<file path="src/rtl/router_reg_if.sv">
// Byte-stream and FSM-strobe bundle between the router FSM/input side and the
// router_reg datapath stage. The master drives bytes and strobes; the slave returns dout and status.
interface router_reg_if #(
  parameter int DATA_WIDTH = 8
);
  logic [DATA_WIDTH-1:0] datain;
  logic [DATA_WIDTH-1:0] dout;
  logic                  pkt_valid;
  logic                  fifo_full;
  logic                  detect_add;
  logic                  lfd_state;
  logic                  ld_state;
  logic                  laf_state;
  logic                  full_state;
  logic                  rst_int_reg;
  logic                  parity_done;
  logic                  low_packet_valid;
  logic                  err;

  modport master (
    output datain, pkt_valid, fifo_full, detect_add, lfd_state, ld_state,
           laf_state, full_state, rst_int_reg,
    input  dout, parity_done, low_packet_valid, err
  );

  modport slave (
    input  datain, pkt_valid, fifo_full, detect_add, lfd_state, ld_state,
           laf_state, full_state, rst_int_reg,
    output dout, parity_done, low_packet_valid, err
  );
endinterface

</file>
<file path="src/rtl/router_reg.sv">
// Router datapath register: header capture, byte forwarding with one-byte
// hold across a full FIFO, running XOR parity check and FSM status flags.
module router_reg #(
  parameter int DATA_WIDTH = 8
) (
  input  logic         clk,
  input  logic         reset,
  router_reg_if.slave  bus
);
  logic [DATA_WIDTH-1:0] r_dout, r_header, r_full_byte, r_int_par, r_pkt_par;
  logic                  r_parity_done, r_lpv, r_err;

  // Strobes are one-hot from the FSM; if not, earlier states win.
  logic w_det, w_lfd, w_ld, w_laf;
  assign w_det = bus.detect_add;
  assign w_lfd = bus.lfd_state & ~w_det;
  assign w_ld  = bus.ld_state  & ~w_det & ~bus.lfd_state;
  assign w_laf = bus.laf_state & ~w_det & ~bus.lfd_state & ~bus.ld_state;

  always_ff @(posedge clk) begin
    if (reset) begin
      r_dout      <= '0;
      r_header    <= '0;
      r_full_byte <= '0;
    end else begin
      if (w_det && bus.pkt_valid) r_header <= bus.datain;
      if (w_lfd)                  r_dout <= r_header;
      else if (w_ld) begin
        // The byte arriving as the FIFO fills is parked and replayed by laf.
        if (!bus.fifo_full) r_dout      <= bus.datain;
        else                r_full_byte <= bus.datain;
      end else if (w_laf)         r_dout <= r_full_byte;
    end
  end

  always_ff @(posedge clk) begin
    if (reset) begin
      r_int_par <= '0;
      r_pkt_par <= '0;
    end else begin
      if (w_det)                                        r_int_par <= '0;
      else if (w_lfd)                                   r_int_par <= r_int_par ^ r_header;
      else if (w_ld && bus.pkt_valid && !bus.full_state) r_int_par <= r_int_par ^ bus.datain;

      if (w_det)                         r_pkt_par <= '0;
      else if (w_ld && !bus.pkt_valid)  r_pkt_par <= bus.datain;
    end
  end

  always_ff @(posedge clk) begin
    if (reset) begin
      r_parity_done <= 1'b0;
      r_lpv         <= 1'b0;
      r_err         <= 1'b0;
    end else begin
      if (w_det) r_parity_done <= 1'b0;
      else if ((w_ld && !bus.fifo_full && !bus.pkt_valid) ||
               (w_laf && r_lpv && !r_parity_done))
        r_parity_done <= 1'b1;

      if (bus.rst_int_reg)              r_lpv <= 1'b0;
      else if (w_ld && !bus.pkt_valid)  r_lpv <= 1'b1;

      // err stays visible until the next packet's header is loaded.
      if (bus.rst_int_reg) r_err <= (r_int_par != r_pkt_par);
      else if (w_lfd)      r_err <= 1'b0;
    end
  end

  assign bus.dout             = r_dout;
  assign bus.parity_done      = r_parity_done;
  assign bus.low_packet_valid = r_lpv;
  assign bus.err              = r_err;
endmodule
</file>
<file path="src/flat_wrapper.sv">
// flat-port wrapper written by rule: the top's interface ports become plain ports
module router_reg_flat 
#(
  parameter int DATA_WIDTH = 8
)
  (clk, reset, bus_datain, bus_pkt_valid, bus_fifo_full, bus_detect_add, bus_lfd_state, bus_ld_state, bus_laf_state, bus_full_state, bus_rst_int_reg, bus_dout, bus_parity_done, bus_low_packet_valid, bus_err);
  router_reg_if #(.DATA_WIDTH(DATA_WIDTH)) bus_i ();
  input  logic clk;
  input  logic reset;
  input wire logic [$bits(bus_i.datain)-1:0] bus_datain;
  input wire logic [$bits(bus_i.pkt_valid)-1:0] bus_pkt_valid;
  input wire logic [$bits(bus_i.fifo_full)-1:0] bus_fifo_full;
  input wire logic [$bits(bus_i.detect_add)-1:0] bus_detect_add;
  input wire logic [$bits(bus_i.lfd_state)-1:0] bus_lfd_state;
  input wire logic [$bits(bus_i.ld_state)-1:0] bus_ld_state;
  input wire logic [$bits(bus_i.laf_state)-1:0] bus_laf_state;
  input wire logic [$bits(bus_i.full_state)-1:0] bus_full_state;
  input wire logic [$bits(bus_i.rst_int_reg)-1:0] bus_rst_int_reg;
  output wire logic [$bits(bus_i.dout)-1:0] bus_dout;
  output wire logic [$bits(bus_i.parity_done)-1:0] bus_parity_done;
  output wire logic [$bits(bus_i.low_packet_valid)-1:0] bus_low_packet_valid;
  output wire logic [$bits(bus_i.err)-1:0] bus_err;
  assign bus_i.datain = bus_datain;
  assign bus_i.pkt_valid = bus_pkt_valid;
  assign bus_i.fifo_full = bus_fifo_full;
  assign bus_i.detect_add = bus_detect_add;
  assign bus_i.lfd_state = bus_lfd_state;
  assign bus_i.ld_state = bus_ld_state;
  assign bus_i.laf_state = bus_laf_state;
  assign bus_i.full_state = bus_full_state;
  assign bus_i.rst_int_reg = bus_rst_int_reg;
  assign bus_dout = bus_i.dout;
  assign bus_parity_done = bus_i.parity_done;
  assign bus_low_packet_valid = bus_i.low_packet_valid;
  assign bus_err = bus_i.err;
  router_reg #(.DATA_WIDTH(DATA_WIDTH)) u_core (.clk(clk), .reset(reset), .bus(bus_i));
endmodule
</file>
<file path="config.mk">
export PLATFORM = sky130hd
export DESIGN_NAME = router_reg_flat
export DESIGN_NICKNAME = d
export VERILOG_FILES = /design/src/rtl/router_reg_if.sv /design/src/rtl/router_reg.sv /design/src/flat_wrapper.sv
export SDC_FILE = /design/constraint.sdc
export NUM_CORES = 1
export LEC_CHECK = 0
export CAP_MARGIN = 0
export CORE_MARGIN = 2
export CORE_UTILIZATION = 40
export CTS_CLUSTER_DIAMETER = 80
export DETAILED_ROUTE_END_ITERATION = 16
export PLACE_DENSITY = 0.72
export RECOVER_POWER = 25
export SYNTH_ARGS = -nofsm -noshare
export SYNTH_HDL_FRONTEND = slang
export SYNTH_SLANG_ARGS = --single-unit
export TNS_END_PERCENT = 100
</file>
<file path="constraint.sdc">
create_clock -name clk -period 2.9 [get_ports clk]
set_input_delay 0.58 -clock clk [delete_from_list [all_inputs] [get_ports clk]]
set_output_delay 0.58 -clock clk [all_outputs]
set_load 0.01 [all_outputs]
</file>
-- Word-level counts from Yosys, hierarchy flattened
Cells that the tools add are included.
- output and inout bits: 11
- word-level logic and storage cells: 50
- bits of input ports: 18
- flip-flop bits (word level): 43
- bitwise operators: 12
- reduce and logical (&&, ||, !) cells: 20
- mux-type cells: 8
- equal/unequal tests: 2
- operators by type and width (kind ; number):
    8-bit 2-to-1 mux ; 6
    8-bit XOR ; 2
    1-bit logical AND ; 8
    8-bit inequality test ; 1
    1-bit AND ; 6
    1-bit zero test ; 4
    1-bit inverter ; 4
    2-bit nonzero test ; 2
    2-bit OR reduction ; 2
    3-bit by 2-bit inequality test with 1-bit output, second input constant ; 1
    3-bit AND reduction ; 1
    3-bit nonzero test ; 1
    1-bit 2-to-1 mux ; 2
    2-bit AND reduction ; 1
    1-bit logical OR ; 1

-- Logic depth before layout (Yosys ltp)
Gate-level depths: netlist of the first run.
- depth after elaboration: 7
- mapped depth: 6
- mapped depth without buffers: 4

-- Worst setup path after synthesis of the first run
No wires, ideal clock.
- path kind: input port to flip-flop
- start point: input port bus_lfd_state
- end point: register u_core.r_dout[0], in the netlist u_core.bus.dout[0]
- path slack: 1405 ps
- required time: 2766 ps
- stages on the path: 5
- setup time: 134 ps
- arrival time: 1361 ps
- path buffers: 2
- cells stage by stage: buf_6 > buf_6 > o31a_2 > o2111ai_1 > a21oi_1
- cells in the longest elaborated chain, start to end: 5
- elaborated cells between the ends (all ways): 10
- classes of those cells: eq/ne: 1; mux: 2; bitwise: 5; reduce/logical: 2
- ends and longest elaborated chain (element ; line ; text):
    from (decl) ; flat_wrapper.sv:14 ; input wire logic [$bits(bus_i.lfd_state)-1:0] bus_lfd_state;
    1-bit inverter ; router_reg.sv:17, router_reg.sv:18 ;
    1-bit AND (2 in a row) ; router_reg.sv:18 ; assign w_laf = bus.laf_state & ~w_det & ~bus.lfd_state & ~bus.ld_state;
    3-bit nonzero test (no source line) ; n/a ;
    2-bit AND reduction (no source line) ; n/a ;
    to (signal assigned) ; router_reg.sv:27 ; if (w_lfd) r_dout <= r_header;
    to (signal assigned) ; router_reg.sv:30 ; if (!bus.fifo_full) r_dout <= bus.datain;
    to (signal assigned) ; router_reg.sv:32 ; end else if (w_laf) r_dout <= r_full_byte;
    to (decl) ; router_reg.sv:10 ; logic [DATA_WIDTH-1:0] r_dout, r_header, r_full_byte, r_int_par, r_pkt_par;
Several ways; a longest one is shown, not always the timed one.
A chain may end at the register's enable or synchronous reset.

-- Worst setup path in the final report of the first run
- start point: input port bus_detect_add
- end point: register u_core.r_int_par[2]
- cells in the longest elaborated chain, start to end: 6
- elaborated cells between the ends (all ways): 9
- classes of those cells: mux: 1; bitwise: 4; reduce/logical: 4
- ends and longest elaborated chain (element ; line ; text):
    from (decl) ; flat_wrapper.sv:13 ; input wire logic [$bits(bus_i.detect_add)-1:0] bus_detect_add;
    1-bit inverter ; router_reg.sv:16, router_reg.sv:17 ;
    1-bit AND (2 in a row) ; router_reg.sv:17 ; assign w_ld = bus.ld_state & ~w_det & ~bus.lfd_state;
    1-bit logical AND (2 in a row) ; router_reg.sv:43 ; else if (w_ld && bus.pkt_valid && !bus.full_state) r_int_par <= r_int_par ^ bus.datain;
    2-bit nonzero test (no source line) ; n/a ;
    to (signal assigned) ; router_reg.sv:42 ; else if (w_lfd) r_int_par <= r_int_par ^ r_header;
    to (signal assigned) ; router_reg.sv:43 ;
    to (decl) ; router_reg.sv:10 ;
Several ways; a longest one is shown, not always the timed one.

==> results of run 1 <==
[path summary, 6_finish.rpt]
kind                                             from                    end  slack (ps)  cells after the start
worst min-delay path            u_core.r_full_byte[5]  u_core.r_full_byte[5]         460                      2
worst max register to register     u_core.r_header[7]    u_core.r_int_par[7]        1880                      4
worst min register to register  u_core.r_full_byte[5]  u_core.r_full_byte[5]         460                      2
worst max-delay path                   bus_detect_add    u_core.r_int_par[2]         620                      6
[critical path, cell delays in order]
cell           delay, ps
dlygate4sd3_1        860
clkbuf_1             340
and2b_1              240
a32oi_1              210
xor2_1               170
nor2_1                50
[per-stage QoR]
step / instance area, um^2 / util, % / total power [mW] / worst slack (ps) / hold slack [ps]
after floorplan: 2140 / - / 0.742 / 1410 / 433
after global placement: 2460 / 47.9 / 0.809 / 441 / 441
after detailed placement: 2460 / 47.9 / 0.811 / 403 / 447
after CTS: 2540 / 49.5 / 1.18 / 720 / 458
after global routing: 2540 / 49.4 / 1.21 / 465 / 481
final: 2540 / 49.4 / 1.16 / 623 / 457
[area by class of cell]
class	instances	area [um^2]	area share, %
multi-input combinational	190	1190	46.7
sequential	43	861	33.9
timing repair buffer	34	322	12.7
tap	70	87.6	3.45
clock buffer	7	76.3	3.00
clock inverter	1	5.00	0.197
inverter	1	3.75	0.148
[registers in the layout, summed over array words and instances (netlist names)]
register and count:
u_core.r_header 8, u_core.bus.dout 8, u_core.r_pkt_par 8, u_core.bus.low_packet_valid 1, u_core.bus.parity_done 1, u_core.bus.err 1, u_core.r_int_par 8, u_core.r_full_byte 8
[power by group]
group          leakage (nW)  switching (mW)  internal [mW]
registers             0.349         0.00955          0.607
clock network        0.0422           0.201          0.169
logic                 0.504          0.0971         0.0778
total                 0.896           0.307          0.854
[cell usage in the layout, fill, tap and decap left out, drive strengths merged, types with 3 or more instances in the layout]
cell / netlist / routed
a211oi: 6 / 6
a21oi: 39 / 39
a31o: 6 / 6
buf: 9 / 5
clkbuf: 5 / 8
clkdlybuf4s50: 0 / 16
dfxtp: 43 / 43
dlygate4sd3: 0 / 12
mux2: 6 / 6
nand2: 57 / 57
nand2b: 5 / 5
nand3: 9 / 9
nand3b: 6 / 6
nor2: 18 / 18
nor2b: 3 / 3
nor3: 10 / 10
xnor2: 8 / 8
[kinds of logic after synthesis]
group / after synthesis / synth area share [%]
AND/OR/NAND/NOR: 113 / 26.7
AO/OA/AOI/OAI: 61 / 20.4
flip-flops: 43 / 40.2
buffers and inverters: 15 / 4.44
XOR/XNOR: 10 / 4.09
multiplexers: 6 / 4.21
[routing by layer]
layer,global-route usage (%),part of all wire (%)
met1,22.5,47
met2,28.1,48
met4,6.43,1.6
met5,0,0
met3,3.65,3.6
==> flow_summary_export.csv, run 1 <==
group,metric,value,unit
grt,grt_pass1_wl,8290,um
detailed_routing,wirelength,4770,um
placement,gp_congestion,0.810,
timing,slew_viol_final,0,
synth,syn_nets,266,
synth,syn_avg_cell_area,8.64,um^2
clocking,root_buffer,"clkbuf_8",
detailed_routing,drt-initial-drc-count,91,
clocking,post-cts-setup-buffers,0,
hold_path,min_path_type,"flip-flop to flip-flop",
cells_and_area,fillCellCount,528,
placement,dp.cells,338,
floorplanning,fp.dieW,77.2,um
cells_and_area,num-nets-final,293,
synth,synthTopCellsByCount,"57 x nand2_1, 43 x dfxtp_1, 27 x a21oi_1",
cells_and_area,instances_no_fill,346,
setup_path,cp.required,3080,ps
cells_and_area,n_antenna_cell,0,
floorplanning,die_h,77.2,um
placement,port_buffers,28,
detailed_routing,vias,1801,
timing,fin_skew,3.21,ps
setup_path,worstSetupPathType,"input pin to flip-flop",
synth,yosys.area.top_type_share,40.2,%
timing,finalSetupViolCount,0,
clocking,clock_sinks,43,
synth,async_flop_share,0,%
timing,min_period,2280,ps
synth,syn-cell-area,0.00214,mm^2
timing,finalCritPeriodShare,78.5,%
setup_path,crit_fanout,12,
synth,synth_edf_count,0,
grt,grt_pass1_vias,1766,
grt,antenna_found_initial,0,
synth,synthDistinctLibCells,38,
detailed_routing,route.detailed.drc,0,
timing,finalSetupTns,0,ps
setup_path,critPathArrivalTime,2450,ps
run_status,status,"completed",
clocking,cts_hold_buffers,0,
timing,tightest_slew,574,ps
detailed_routing,wl_per_cell,13.8,um
synth,syn_inst,248,
clocking,htree_levels,2,
timing,rsz0062_at_grt,"no",
setup_path,cp-start-kind,"input pin",
floorplanning,row_count,26,
clocking,cts_resized,0,
power_and_ir_drop,power_density,457,mW/mm^2
timing,hold_viol,0,
clocking,clock_path_buffers,2,
timing,slew_headroom,61.7,%
clocking,cts_tree,"built",
clocking,cts_buffers,5,
detailed_routing,drtAntennaViolNets,0,
synth,synth_area_leaders,"dfxtp_1 40%, nand2_1 10%, a21oi_1 6.3%, a21oi_2 4.9%, mux2_4 4.2%",
power_and_ir_drop,leakage,0.896,nW
timing,max_freq,0.439,GHz
synth,ys_warn_count,0,
cells_and_area,syn_to_final_growth,18.6,%
flow_run,maxCapViolations,0,
grt,overflow,0,
floorplanning,start_util,41.7,%
grt,grt_max_degree,22,
floorplanning,die_area,0.00596,mm^2
synth,yosysSeqAreaShare,40.2,%
placement,hpwl,3600,um
synth,synth_top_cell_by_area,"dfxtp_1",
synth,synth_ff_type,"dfxtp_1",
cells_and_area,layout-drive-gt1-share,15.6,%
detailed_routing,firstDrtPassIters,4,
power_and_ir_drop,irDropWorstVdd,0.000280,V
setup_path,critPathCaptureType,"flip-flop",
floorplanning,core,0.00514,mm^2
clocking,clkTransAtPathRegs,80,ps
clocking,insertion_delay,300,ps
grt,grtUsageTotal,17.3,%
synth,synth-seq-cells,43,
synth,yosysMostFrequentCell,"nand2_1",
detailed_routing,post_drt_via_cell_ratio,5.21,
floorplanning,ios,29,
No activity file was read; power rests on OpenSTA's default activity.
==> run 2: changes to the inputs <==
- clock period: 2.9 -> 2.15 ns (I/O delays scaled with it)
==> run 2 against run 1 <==
  * Critical path type unchanged
  * Register-to-register slack lost 760 ps
  * First-iteration DRC count is 86% higher
  * Sequential power up 35%
  * Via count up 2.7%
==> flow_summary_export.csv, run 2 (synthesized netlist as in run 1, its figures left out) <==
group,metric,value,unit
setup_path,crit_chain,"clkdlybuf4s50_1 -> nand2b_1 -> mux2_4 -> a31o_1",
hold_path,hold_path.startpoint,"u_core.r_full_byte[4]",
timing,slew_viol_final,0,
setup_path,crit_fanout,9,
setup_path,critPathArrivalTime,2080,ps
run_status,status,"completed",
placement,port_buffers,28,
grt,grt_use_met1,23.8,%
detailed_routing,wl_per_cell,14.2,um
timing,layout_setup_ws,264,ps
setup_path,worstSetupPathType,"input pin to flip-flop",
timing,max_freq,0.530,GHz
grt,grt_use_met2,28.3,%
clocking,htree_levels,2,
grt,grt_pass1_vias,1775,
timing,hold_viol,0,
grt,antenna_found_initial,0,
setup_path,rrSetupSlack,1120,ps
grt,overflow,0,
timing,finalSetupViolCount,0,
detailed_routing,vias,1850,
timing,tightest_slew,636,ps
timing,rsz0062_at_grt,"no",
detailed_routing,drtAntennaViolNets,0,
grt,grt_pass1_wl,8420,um
detailed_routing,firstDrtPassIters,4,
cells_and_area,layout_commonest_cell,"nand2_1",
floorplanning,fp.dieW,77.2,um
floorplanning,die_area,0.00596,mm^2
clocking,cts_tree,"built",
floorplanning,start_util,41.7,%
setup_path,cp_num_buf_inv,1,
clocking,clock_path_buffers,2,
setup_path,crit_family,"buffers and inverters",
floorplanning,core,0.00514,mm^2
setup_path,cp-start-kind,"input pin",
setup_path,worst_path_max_delay_cell,"clkdlybuf4s50_1",
cells_and_area,syn_to_final_growth,20.9,%
power_and_ir_drop,leakage,0.912,nW
placement,place_ws,-18.5,ps
cells_and_area,num-nets-final,298,
grt,grt_use_met3,3.76,%
power_and_ir_drop,irDropWorstVdd,0.000420,V
power_and_ir_drop,power_density,618,mW/mm^2
setup_path,cp.required,2340,ps
detailed_routing,post_drt_via_cell_ratio,5.29,
grt,grtUsageTotal,17.9,%
clocking,clkTransAtPathRegs,80,ps
detailed_routing,route.detailed.drc,0,
placement,gp_congestion,0.832,
cells_and_area,layout_common_cells,"57 x nand2_1, 43 x dfxtp_1, 27 x a21oi_1",
clocking,clock_sinks,43,
placement,hpwl,3720,um
cells_and_area,layout-drive-gt1-share,17.9,%
detailed_routing,drt-initial-drc-count,169,
cells_and_area,design_area,0.00259,mm^2
setup_path,critPathCaptureType,"flip-flop",
clocking,insertion_delay,290,ps
detailed_routing,wirelength,4960,um
grt,grt_busiest_layer,"met2",
setup_path,crit_start,"bus_lfd_state",
timing,min_period,1890,ps
timing,finalCritPeriodShare,87.7,%
timing,fin_skew,4.91,ps
grt,grt_max_degree,24,
clocking,root_buffer,"clkbuf_8",
setup_path,max_stage_delay,680,ps
cells_and_area,n_antenna_cell,0,
floorplanning,die_h,77.2,um
flow_run,maxCapViolations,0,
timing,slew_headroom,57.5,%
floorplanning,row_count,26,
cells_and_area,final_core_util,50.4,%
clocking,cts_resized,0,
floorplanning,ios,29,
hold_path,min_path_type,"flip-flop to flip-flop",
clocking,cts_hold_buffers,0,
placement,dpl-instance-area,0.00250,mm^2
clocking,cts_buffers,5,
setup_path,reg2reg_from,"u_core.r_header[4]",
clocking,post-cts-setup-buffers,0,
## run 2: power by group
part	internal, mW	switching (mW)
registers	0.819	0.0143
clock network	0.252	0.267
logic	0.114	0.134
## run 2: path summary, 6_finish.rpt
path                      endpoint  cells after the start
max            u_core.r_int_par[5]                      4
min          u_core.r_full_byte[4]                      2
max reg2reg    u_core.r_int_par[4]                      4
min reg2reg  u_core.r_full_byte[4]                      2
## run 2: layer usage
metal / up-vias / wire (um)
li1: 921 / -
met1: 875 / 2280
met2: 47 / 2380
met3: 7 / 226
met4: 0 / 72
met5: - / 0
## run 2: cell type report
cell class | instances | area, um^2
fill | 513 | 2550
multi-input combinational | 190 | 1190
sequential | 43 | 861
timing repair buffer | 39 | 363
tap | 70 | 87.6
clock buffer | 6 | 82.6
clock inverter | 1 | 5.00
inverter | 1 | 3.75
## run 2: tightest hold or removal path, delay by kind of cell (launching register included)
kind	cells	cell delay, ps
and+or+nand+nor	1	50
AOI/OAI and AO/OA	1	50
DFF	1	310
## run 2: per-stage QoR
| stage | power (mW) | hold WS, ps | std cells | setup TNS, ps |
|---|---|---|---|---|
| global placement | 1.10 | 442 | 343 | 0 |
| detailed placement | 1.10 | 449 | 343 | -67.5 |
| CTS | 1.62 | 460 | 350 | 0 |
| finish | 1.60 | 458 | 350 | 0 |
| global route | 1.68 | 484 | 350 | 0 |
| floorplan | 1.00 | 433 | 248 | 0 |
